<file path="src/rtl/mul_pkg.sv">
// Shared types for the sequential multiplier: controller state encoding and a
// constant-width helper used to size the bit counter.
package mul_pkg;

  typedef enum logic [1:0] {
    IDLE = 2'd0,
    CALC = 2'd1,
    FIX  = 2'd2,
    DONE = 2'd3
  } mul_state_e;

  function automatic int clog2(input int value);
    int r;
    r = 0;
    for (int i = 0; i < 31; i++) begin
      if ((1 << i) < value) r = i + 1;
    end
    return r;
  endfunction

endpackage

</file>
<file path="src/rtl/mul_ctrl.sv">
// Controller for mul_unit: IDLE/CALC/FIX/DONE sequencing, the multiplier bit
// counter, and the capture/prep/shift/fix enables for the datapath.
module mul_ctrl
  import mul_pkg::*;
#(
  parameter int WIDTH = 32
) (
  input  logic       clk,
  input  logic       reset,
  input  logic       start,
  output logic       o_capture,
  output logic       o_prep,
  output logic       o_shift,
  output logic       o_fix,
  output logic       o_busy,
  output logic       o_done,
  output mul_state_e o_state
);

  localparam int CW = clog2(WIDTH);

  mul_state_e      r_state;
  logic [CW-1:0]   r_cnt;
  logic            r_prep;
  logic            r_busy;
  logic            r_done;
  logic            w_idle_or_done;

  assign w_idle_or_done = (r_state == IDLE) || (r_state == DONE);

  // The first CALC cycle converts the captured operands to magnitudes; the
  // WIDTH shift-add cycles follow with the counter running 0..WIDTH-1.
  always_ff @(posedge clk) begin
    if (!reset) begin
      r_state <= IDLE;
      r_cnt   <= '0;
      r_prep  <= 1'b0;
      r_busy  <= 1'b0;
      r_done  <= 1'b0;
    end else begin
      case (r_state)
        IDLE, DONE: begin
          r_done <= 1'b0;
          if (start) begin
            r_state <= CALC;
            r_cnt   <= '0;
            r_prep  <= 1'b1;
            r_busy  <= 1'b1;
          end else begin
            r_state <= IDLE;
            r_busy  <= 1'b0;
          end
        end
        CALC: begin
          if (r_prep) begin
            r_prep <= 1'b0;
          end else if (r_cnt == CW'(WIDTH - 1)) begin
            r_state <= FIX;
          end else begin
            r_cnt <= r_cnt + CW'(1);
          end
        end
        FIX: begin
          r_state <= DONE;
          r_busy  <= 1'b0;
          r_done  <= 1'b1;
        end
        default: r_state <= IDLE;
      endcase
    end
  end

  assign o_capture = w_idle_or_done && start;
  assign o_prep    = (r_state == CALC) && r_prep;
  assign o_shift   = (r_state == CALC) && !r_prep;
  assign o_fix     = (r_state == FIX);
  assign o_busy    = r_busy;
  assign o_done    = r_done;
  assign o_state   = r_state;

endmodule

</file>
<file path="src/rtl/mul_unit.sv">
// Radix-2 shift-add multiplier (MUL/UMULL/SMULL); defining MUL_ACCUM_EN adds
// the accumulate ports and the FIX-cycle adder (MLA/UMLAL/SMLAL).
module mul_unit
  import mul_pkg::*;
#(
  parameter int WIDTH = 32
) (
  input  logic             clk,
  input  logic             reset,
  input  logic             start,
  input  logic             op_signed,
  input  logic             op_long,
  input  logic [WIDTH-1:0] a,
  input  logic [WIDTH-1:0] b,
`ifdef MUL_ACCUM_EN
  input  logic [WIDTH-1:0] acc_hi,
  input  logic [WIDTH-1:0] acc_lo,
  input  logic             acc_en,
`endif
  output logic             busy,
  output logic             done,
  output logic [WIDTH-1:0] result_lo,
  output logic [WIDTH-1:0] result_hi,
  output logic             flag_n,
  output logic             flag_z,
  output mul_state_e       o_dbg_state
);

  localparam int W2 = 2 * WIDTH;

  logic             w_capture, w_prep, w_shift, w_fix;
  logic [WIDTH-1:0] r_a, r_b;
  logic             r_signed, r_long, r_neg;
  logic [W2-1:0]    r_mcand, r_prod;
  logic [WIDTH:0]   r_mplier;
  logic [WIDTH-1:0] r_res_lo, r_res_hi;
  logic             r_flag_n, r_flag_z;
  logic [WIDTH:0]   w_sext_a, w_sext_b, w_mag_a, w_mag_b;
  logic [W2-1:0]    w_prod_fixed, w_sum;
`ifdef MUL_ACCUM_EN
  logic [W2-1:0]    r_acc;
  logic             r_acc_en;
`endif

  mul_ctrl #(.WIDTH(WIDTH)) u_ctrl (
    .clk      (clk),
    .reset    (reset),
    .start    (start),
    .o_capture(w_capture),
    .o_prep   (w_prep),
    .o_shift  (w_shift),
    .o_fix    (w_fix),
    .o_busy   (busy),
    .o_done   (done),
    .o_state  (o_dbg_state)
  );

  // One extra bit keeps -2^(WIDTH-1) representable as a positive magnitude.
  assign w_sext_a = {r_signed & r_a[WIDTH-1], r_a};
  assign w_sext_b = {r_signed & r_b[WIDTH-1], r_b};
  assign w_mag_a  = w_sext_a[WIDTH] ? -w_sext_a : w_sext_a;
  assign w_mag_b  = w_sext_b[WIDTH] ? -w_sext_b : w_sext_b;

  assign w_prod_fixed = r_neg ? -r_prod : r_prod;
`ifdef MUL_ACCUM_EN
  assign w_sum = w_prod_fixed + (r_acc_en ? r_acc : '0);
`else
  assign w_sum = w_prod_fixed;
`endif

  always_ff @(posedge clk) begin
    if (!reset) begin
      r_a      <= '0;
      r_b      <= '0;
      r_signed <= 1'b0;
      r_long   <= 1'b0;
      r_neg    <= 1'b0;
      r_mcand  <= '0;
      r_mplier <= '0;
      r_prod   <= '0;
      r_res_lo <= '0;
      r_res_hi <= '0;
      r_flag_n <= 1'b0;
      r_flag_z <= 1'b1;
`ifdef MUL_ACCUM_EN
      r_acc    <= '0;
      r_acc_en <= 1'b0;
`endif
    end else begin
      if (w_capture) begin
        r_a      <= a;
        r_b      <= b;
        r_signed <= op_signed;
        r_long   <= op_long;
        r_prod   <= '0;
`ifdef MUL_ACCUM_EN
        r_acc    <= op_long ? {acc_hi, acc_lo}
                            : {{WIDTH{op_signed & acc_lo[WIDTH-1]}}, acc_lo};
        r_acc_en <= acc_en;
`endif
      end
      if (w_prep) begin
        r_mcand  <= W2'(w_mag_a);
        r_mplier <= w_mag_b;
        r_neg    <= r_signed & (r_a[WIDTH-1] ^ r_b[WIDTH-1]);
      end
      if (w_shift) begin
        if (r_mplier[0]) r_prod <= r_prod + r_mcand;
        r_mcand  <= r_mcand << 1;
        r_mplier <= r_mplier >> 1;
      end
      // Short ops report flags on the low word only.
      if (w_fix) begin
        r_res_lo <= w_sum[WIDTH-1:0];
        r_res_hi <= r_long ? w_sum[W2-1:WIDTH] : '0;
        r_flag_n <= r_long ? w_sum[W2-1] : w_sum[WIDTH-1];
        r_flag_z <= r_long ? (w_sum == '0) : (w_sum[WIDTH-1:0] == '0);
      end
    end
  end

  assign result_lo = r_res_lo;
  assign result_hi = r_res_hi;
  assign flag_n    = r_flag_n;
  assign flag_z    = r_flag_z;

endmodule

</file>
<file path="config.mk">
export PLATFORM = sky130hd
export DESIGN_NAME = mul_unit
export DESIGN_NICKNAME = d
export VERILOG_FILES = /design/src/rtl/mul_pkg.sv /design/src/rtl/mul_ctrl.sv /design/src/rtl/mul_unit.sv
export SDC_FILE = /design/constraint.sdc
export NUM_CORES = 1
export LEC_CHECK = 0
export BUFFER_PORTS_ARGS = -buffer_cell sky130_fd_sc_hd__buf_2
export CAP_MARGIN = 20
export CELL_PAD_IN_SITES_DETAIL_PLACEMENT = 2
export CELL_PAD_IN_SITES_GLOBAL_PLACEMENT = 2
export CORE_MARGIN = 4
export CORE_UTILIZATION = 33
export DETAILED_ROUTE_END_ITERATION = 10
export PLACE_DENSITY = 0.83
export SYNTH_ARGS = -nofsm -noshare
export SYNTH_HDL_FRONTEND = slang
export SYNTH_SLANG_ARGS = --single-unit
</file>
<file path="constraint.sdc">
create_clock -name clk -period 3.28 [get_ports clk]
set_clock_uncertainty 0.2 [all_clocks]
set_input_delay 0.656 -clock clk [delete_from_list [all_inputs] [get_ports clk]]
set_output_delay 0.656 -clock clk [all_outputs]
set_load 0.05 [all_outputs]
</file>
# Word-level counts from Yosys, hierarchy flattened
# Cells that the tools add are included.
# totals
ff_bits,304
input_bits,69
out_inout_bits,70
# op_classes
n_addsub,5
n_eq_ne,8
mux,26
bitwise,5
reduce_logical,16
# op_table
cell,count
64-bit two-way mux,6
32-bit two-way mux,3
33-bit two-way mux,2
33-bit negation,2
64-bit adder,1
64-bit logical NOT,1
64-bit negation,1
32-bit logical NOT,1
5-bit two-way mux,3
5-bit case mux with 2 select lines,1
2-bit inequality test (second input constant),3
1-bit case mux with 2 select lines,3
2-bit case mux with 3 select lines,1
2-bit nonzero test,3
5-bit by 1-bit adder with 5-bit output (second input constant),1
5-bit equality test (second input constant),1
1-bit two-way mux,5
2-bit equality test (second input constant),2
2-bit two-way mux,2
2-bit AND reduction,2
4-bit AND reduction,1
2-bit OR reduction,2
1-bit AND,3
1-bit logical AND,3
other kinds (7),7

# Longest topological paths before layout
# Gate-level depths: netlist of the first run.
# depth
word_depth,6
mapped_depth,12
mapped_depth_nobuf,12

# Cells and area by module
# Synthesis of the first run repeated with hierarchy kept, for this count alone.
# hier_totals
hier_cells,2403
hier_area_um2,18496.5
# by_module_without_submodules
mod,instances,cells_per_inst,area_per_inst_um2,seq_area_each_um2
mul_unit,1,2345,17976.0,5885.6
mul_ctrl,1,58,520.5,200.2

# Worst setup path after synthesis of the first run
# OpenSTA, ideal clock, no wires.
# synth_path
path_type,reg-to-reg
from,reg r_prod[10]
to,reg r_flag_z (netlist: flag_z)
t_arrival_ns,3.219
slack_ns,-0.284
stages_incl_launch_ff,13
period_less_slack_ns,3.564
cell_sequence,dfxtp_1 buf_2 or4_4 or3_1 or4_4 buf_6 or3_4 mux2_2 a32oi_1 nor4bb_1 and4b_1 a41oi_1 o221ai_1
# synth_between
elab_chain_cells,4
word_cells_on_any_way,5
# synth_lines
item,line,rtl
"start, declared",mul_unit.sv:34,"logic [W2-1:0] r_mcand, r_prod;"
"start signal, assigned",mul_unit.sv:108,if (r_mplier[0]) r_prod <= r_prod + r_mcand;
64-bit negation,mul_unit.sv:64,assign w_prod_fixed = r_neg ? -r_prod : r_prod;
64-bit two-way mux *,mul_unit.sv:64,
64-bit logical NOT or 32-bit logical NOT (tied branches),mul_unit.sv:117,r_flag_z <= r_long ? (w_sum == '0) : (w_sum[WIDTH-1:0] == '0);
1-bit two-way mux *,mul_unit.sv:117,
"end signal, assigned",mul_unit.sv:117,
"end, declared",mul_unit.sv:37,"logic r_flag_n, r_flag_z;"
# Every way passes the cells marked *; elsewhere a longest branch is shown, timed or not.
# A chain may end at the register's enable or synchronous reset.

# Worst setup path after layout of the first run
# layout_path
from,reg r_prod[15]
to,reg r_prod[32]
# layout_between
elab_chain_cells,3
# layout_lines
item,line,rtl
64-bit adder,mul_unit.sv:108,
64-bit two-way mux,mul_unit.sv:108,
64-bit two-way mux,mul_unit.sv:107,if (w_shift) begin
# No other way between the ends.

==> results of run 1 <==
==> power by group <==
part           switching, W  total (W)  internal [W]  leakage (nW)
sequential         0.000780    0.00502       0.00424          2.48
clock               0.00217    0.00506       0.00289         0.675
combinational       0.00433    0.00643       0.00210          7.67
total               0.00728     0.0165       0.00923          10.8
==> synthesized netlist by cell type (5+ instances only) <==
| master | number | area, µm² |
|---|---|---|
| o41ai_1 | 14 | 123 |
| o211a_1 | 38 | 380 |
| xnor2_1 | 81 | 709 |
| o21bai_1 | 12 | 90.1 |
| o211ai_1 | 15 | 113 |
| nor3b_1 | 5 | 37.5 |
| buf_1 | 16 | 60.1 |
| or3_1 | 22 | 138 |
| nand4_1 | 29 | 181 |
| nand2_1 | 311 | 1170 |
| clkbuf_1 | 137 | 514 |
| nand2b_1 | 21 | 131 |
| or2_2 | 6 | 37.5 |
| a21boi_0 | 82 | 616 |
| nand3b_1 | 7 | 52.6 |
| o21a_1 | 8 | 60.1 |
| o31ai_1 | 23 | 173 |
| inv_1 | 73 | 274 |
| nand3_1 | 65 | 325 |
| dfxtp_1 | 304 | 6090 |
| a22o_1 | 34 | 298 |
| nor3_1 | 38 | 190 |
| a31oi_1 | 17 | 106 |
| nor4_1 | 19 | 119 |
| o21ai_0 | 153 | 766 |
| a21o_1 | 25 | 188 |
| nor2_1 | 125 | 469 |
| and3_1 | 14 | 87.6 |
| mux2i_1 | 67 | 671 |
| or4_1 | 9 | 67.6 |
| a211oi_1 | 9 | 67.6 |
| ha_1 | 72 | 901 |
| a21oi_1 | 159 | 796 |
| nor2b_1 | 61 | 382 |
| o22ai_1 | 34 | 213 |
| and2_1 | 69 | 432 |
| xor2_1 | 96 | 841 |
==> through the flow <==
step / power [W] / setup TNS, ns / cell area [µm²]
2_1_floorplan: 0.00812 / -0.265 / 18500
3_3_place_gp: 0.00966 / -1.60 / 22200
3_5_place_dp: 0.0101 / -5.02 / 22200
4_1_cts: 0.0153 / -1.16 / 24000
5_1_grt: 0.0169 / -17.42 / 25500
6_report: 0.0165 / -13.27 / 25500
==> worst register-to-register path, cell delays in order (launching register included) <==
cell and delay, ns:
dfxtp_1 0.43, ha_1 0.29, buf_4 0.19, a21oi_2 0.28
o21ai_2 0.16, a21oi_2 0.32, o211ai_1 0.24, buf_4 0.20
o211ai_1 0.47, nand2_1 0.16, xnor2_1 0.21, o21ai_0 0.95
==> area by class of cell <==
class	count	area [µm²]
multi-input cells	1799	12900
repair buffers	537	3840
diodes	3	7.51
clock buffers	50	1110
fillers	5958	29700
flip-flops and latches	304	6130
clock inverters	22	294
well taps	748	936
inverters	73	274
==> layout by cell type, fill, tap and decap left out, types with 15 or more instances in the layout <==
cell,synthesis,routed
o21ai_0,153,106
ha_1,72,51
a21oi_1,159,132
nor3_1,38,21
nor2_1,125,115
nand4_1,29,29
o31ai_1,23,15
dfxtp_2,0,21
o211ai_1,15,15
nand2_1,311,299
ha_4,0,17
a21boi_0,82,76
buf_2,2,137
clkbuf_16,0,41
dfxtp_1,304,279
o22ai_1,34,34
and2_1,69,62
buf_4,0,371
xnor2_1,81,70
a21oi_2,0,19
a21o_1,25,25
buf_6,1,24
nand3_1,65,61
nor2b_1,61,59
o211a_1,38,38
or3_1,22,17
a22o_1,34,34
o21ai_1,0,27
nand2b_1,21,21
mux2i_1,67,67
xor2_1,96,92
inv_1,73,73
==> path summary, 6_finish.rpt <==
check	start	endpoint	slack [ns]	depth (start not counted)
worst max-delay path	r_prod[15]	r_prod[32]	-1.02	11
worst min-delay path	b[23]	r_b[23]	0.11	3
worst max register to register	r_prod[15]	r_prod[32]	-1.02	11
worst min register to register	result_lo[7]	result_lo[7]	0.29	1
==> registers in the layout (all words and copies together), names as in the netlist <==
register / cells
r_signed: 1
u_ctrl.o_busy: 1
result_lo: 32
u_ctrl.r_prep: 1
r_mcand: 64
flag_n: 1
u_ctrl.r_cnt: 5
u_ctrl.o_done: 1
r_long: 1
r_neg: 1
r_a: 32
r_b: 32
u_ctrl.o_state: 2
flag_z: 1
r_prod: 64
r_mplier: 33
result_hi: 32
==> metal layers <==
| layer | global-route usage, % | wire [µm] | vias to the layer above |
|---|---|---|---|
| li1 | - | - | 9061 |
| met1 | 33.5 | 41200 | 11100 |
| met4 | 25.1 | 13500 | 18 |
| met3 | 6.56 | 9460 | 879 |
| met2 | 59.4 | 57900 | 1467 |
| met5 | 0.0817 | 120 | - |
==> repair_timing <==
action,CTS,global route
cloned,0,0
setup endpoints to repair,59,86
buffers inserted,8,48
pin swaps,28,103
gates resized for setup,89,263
==> logic make-up (layout without fill, tap and decap cells) <==
| family | after synthesis | after routing |
|---|---|---|
| other cells | 0 | 3 |
| mux | 68 | 68 |
| buf+inv | 229 | 682 |
| simple gates | 821 | 821 |
| xor+xnor | 177 | 177 |
| compound gates | 660 | 660 |
| flops | 304 | 304 |
| fa+ha+maj | 73 | 73 |
==> flow_metrics.tcl, run 1 <==
set metrics [dict create \
    outcome "finished, violations left" \
    violations "setup timing" \
    synth_mux_area_share_pct 3.70 \
    die_w_um 244 \
    io_pins 139 \
    grt.total_usage_pct 33.0 \
    synth_ff_type "dfxtp_1" \
    path_buf_inv 2 \
    fin_crit_sh_pct 131 \
    dp_slack_ns -0.415 \
    p_per_area_nw_per_um2 647 \
    dp.final_hpwl_um 58900 \
    whs_ns 0.107 \
    drive_above_1_share_pct 30.4 \
    path_clk_slew_ns 0.09 \
    period_needed_ns 4.30 \
    dp.cells 3409 \
    cts_tree "built" \
    fin_ws_ns -1.02 \
    cp.arrival_ns 4.51 \
    wl_per_cell_um 34.5 \
    cp_top_family "compound AO/OA/AOI/OAI gates" \
    port_buffers 138 \
    drt_wl_total_um 122000 \
    ys_seq_area_share_pct 33.0 \
    synth_compound_area_share_pct 23.5 \
    fmax_mhz 232 \
    synth_top_family_by_area "compound AO/OA/AOI/OAI gates" \
    die_h_um 244 \
    yosys_warnings 0 \
    final_core_util_pct 46.2 \
    syn_area_um2 18400 \
    grt_pass1_wl_um 153000 \
    std_cell_rows 86 \
    final_cells 3536 \
    gr-total-overflow 0 \
    gp_congestion 0.937 \
    final_nets 2896 \
    setup_viol_count_final 70 \
    synthAdderAreaFrac_pct 4.99 \
    rsz0062_at_grt "true" \
    hp-class "input pin to flip-flop" \
    area_growth_pct 38.3 \
    async_flop_share_pct 0 \
    max_cap_violations 0 \
    synth_xor_area_share_pct 8.40 \
    p_leak_nw 10.8 \
    root_buffer "clkbuf_16" \
    start_util_pct 33.4 \
    synth_edf_count 0 \
    viasPerCell 6.36 \
    drtAntennaViolNets 0 \
    htreeDepth 2 \
    vdd.ir_drop.worst_mv 0.410 \
    avgSynthCellArea_um2 7.91 \
    syn_nets 2474 \
    timing.slew.headroom_pct 19.5 \
    vias 22500 \
    path_class "flip-flop to flip-flop" \
    core_um2 55200 \
    clock_path_buffers 3 \
    drc 0 \
    clk_latency_ns 0.62 \
    dieArea_um2 59700 \
    cts.sinks 304 \
    ctsHoldBuffers 0 \
    cpPeakStageDelay_ns 0.95 \
    first_pass_iters 6 \
    hold_viol 0 \
    numCtsBuffers 39 \
    synth-seq-cells 304 \
    grt_max_degree 103 \
    end_kind "flip-flop" \
    start_kind "flip-flop" \
    critical_path_required_ns 3.48 \
    worst_pin_slew_ns 1.20 \
    drt_first_iter_violations 1925 \
    synthCells 2332 \
    worstPathMaxFanout 5 \
    yosys.area_share.simple_pct 21.7 \
    ys_types 68 \
    drv_slew 0 \
    cp_slowest_cell "o21ai_0" \
    grt_pass1_vias 24000 \
    antenna_found_initial 12 \
    worstPathCellList "ha_1 -> buf_4 -> a21oi_2 -> o21ai_2 -> a21oi_2 -> o211ai_1 -> buf_4 -> o211ai_1 -> nand2_1 -> xnor2_1 -> o21ai_0" \
]
(Power assumes the default switching activity.)
==> inputs of run 2 (changes only) <==
==> constraint.sdc (replaced) <==
create_clock -name clk -period 3.28 [get_ports clk]
set_clock_uncertainty 0.2 [all_clocks]
set_input_delay 0.984 -clock clk [delete_from_list [all_inputs] [get_ports clk]]
set_output_delay 0.984 -clock clk [all_outputs]
set_load 0.05 [all_outputs]
==> run 2 against run 1 <==
The flow finishes with violations (capacitance limit, slew limit, setup timing). Die area unchanged. Count of clock-buffer cells in the layout increased by 8. Global-route usage increased by 1.7 points. First-iteration DRC count increased by 17%. Critical path depth unchanged. Routed wire length increased by 4.5%. Power decreased by 0.71%. Sequential share of layout area about the same. Critical endpoint is now r_prod[28].
==> flow_metrics.tcl, run 2 (synthesis gave the netlist of run 1 again) <==
set metrics [dict create \
    outcome "finished, violations left" \
    violations "capacitance limit, slew limit, setup timing" \
    hp-class "flip-flop to flip-flop" \
    dp.final_hpwl_um 59300 \
    grt_pass1_wl_um 160000 \
    final_cells 3549 \
    io_pins 139 \
    fmax_mhz 208 \
    worst_pin_slew_ns 1.76 \
    grt.total_usage_pct 34.6 \
    critical_path_required_ns 3.42 \
    vias 22800 \
    path_class "flip-flop to flip-flop" \
    gp_congestion 0.916 \
    drt_first_iter_violations 2251 \
    p_leak_nw 11.0 \
    grt_pass1_vias 24400 \
    end_kind "flip-flop" \
    reg_top3 "r_mcand x64, r_prod x64, r_mplier x33" \
    cp.arrival_ns 4.96 \
    timing.slew.headroom_pct -18.5 \
    cts.sinks 304 \
    final_nets 2914 \
    p_total_w 0.0164 \
    core_um2 55200 \
    p_per_area_nw_per_um2 639 \
    drtAntennaViolNets 0 \
    layout_common_cells "buf_4 (386), nand2_1 (300), dfxtp_1 (271)" \
    placed_cell_area_um2 22300 \
    antenna_found_initial 11 \
    r2r_setup_slack_ns -1.54 \
    wl_per_cell_um 36.0 \
    setup_viol_count_final 62 \
    final_common_cell "buf_4" \
    fin_area_um2 25600 \
    fin_ws_ns -1.54 \
    clk_latency_ns 0.62 \
    start_util_pct 33.4 \
    root_buffer "clkbuf_16" \
    whs_ns 0.296 \
    drt_wl_total_um 128000 \
    dp.cells 3424 \
    vdd.ir_drop.worst_mv 0.440 \
    cts_tree "built" \
    drv_slew 2 \
    viasPerCell 6.44 \
    start_kind "flip-flop" \
    numCtsBuffers 40 \
    die_w_um 244 \
    grt_max_degree 101 \
    drc 0 \
    first_pass_iters 5 \
    clock_path_buffers 3 \
    die_h_um 244 \
    hold_viol 0 \
    htreeDepth 2 \
    gr-total-overflow 0 \
    rsz0062_at_grt "true" \
    drive_above_1_share_pct 30.8 \
    dieArea_um2 59700 \
    path_clk_slew_ns 0.08 \
    dp_slack_ns -0.532 \
    max_cap_violations 1 \
    area_growth_pct 39.0 \
    period_needed_ns 4.82 \
    std_cell_rows 86 \
    port_buffers 138 \
    fin_crit_sh_pct 147 \
    worstPathMaxFanout 5 \
]
[run 2: layout make-up]
type / count / area, µm²
Antenna cell: 1 / 2.50
Clock buffer: 58 / 1130
Clock inverter: 12 / 143
Fill cell: 5974 / 29600
Inverter: 73 / 274
Multi-Input combinational cell: 1799 / 13100
Sequential cell: 304 / 6150
Tap cell: 748 / 936
Timing Repair Buffer: 554 / 3960
[run 2: worst paths after layout]
| path | start | to | cells after the start |
|---|---|---|---|
| min | result_hi[24] | result_hi[24] | 2 |
| max | r_mcand[23] | r_prod[28] | 11 |
| min reg2reg | result_hi[24] | result_hi[24] | 2 |
| max reg2reg | r_mcand[23] | r_prod[28] | 11 |
[run 2: report_power, final]
group          leakage (nW)  internal [W]  switching (W)
logic                  7.86       0.00212        0.00457
registers              2.49       0.00425       0.000749
clock network         0.623       0.00256        0.00214
[run 2: repair_timing]
action                                  4_1_cts  5_1_grt
gates cloned                                  0        1
endpoints found under the hold margin         0        0
pin swaps                                    33      106
gates resized for setup                     146      215
endpoints found under the setup margin       63       76
setup buffers                                16       43
hold buffers                                  0        0
[run 2: per-layer routing]
layer  global-route usage [%]  vias to the layer above  share of wire [%]
li1                         -                     9109                  -
met1                     36.2                    11300                 35
met2                     62.5                     1596                 46
met3                     7.07                      871                8.1
met4                     23.5                       14                 11
met5                        0                        -              0.071
[run 2: critical path, stage by stage, from the launching register on]
cell,delay [ns]
dfxtp_1,0.39
ha_4,0.24
buf_4,0.17
a21oi_1,0.36
o21ai_1,0.24
nand4_1,0.15
o211ai_1,0.23
buf_4,0.23
nor2_1,0.69
xnor2_1,0.20
nand2_1,0.08
a21boi_0,1.35
[run 2: per-stage QoR]
step	TNS, ns	utilization, %
after floorplan	-0.265	-
after global placement	-2.37	40.4
after detailed placement	-5.93	40.4
after CTS	-0.949	44.1
after global routing	-28.99	46.5
final	-28.77	46.5
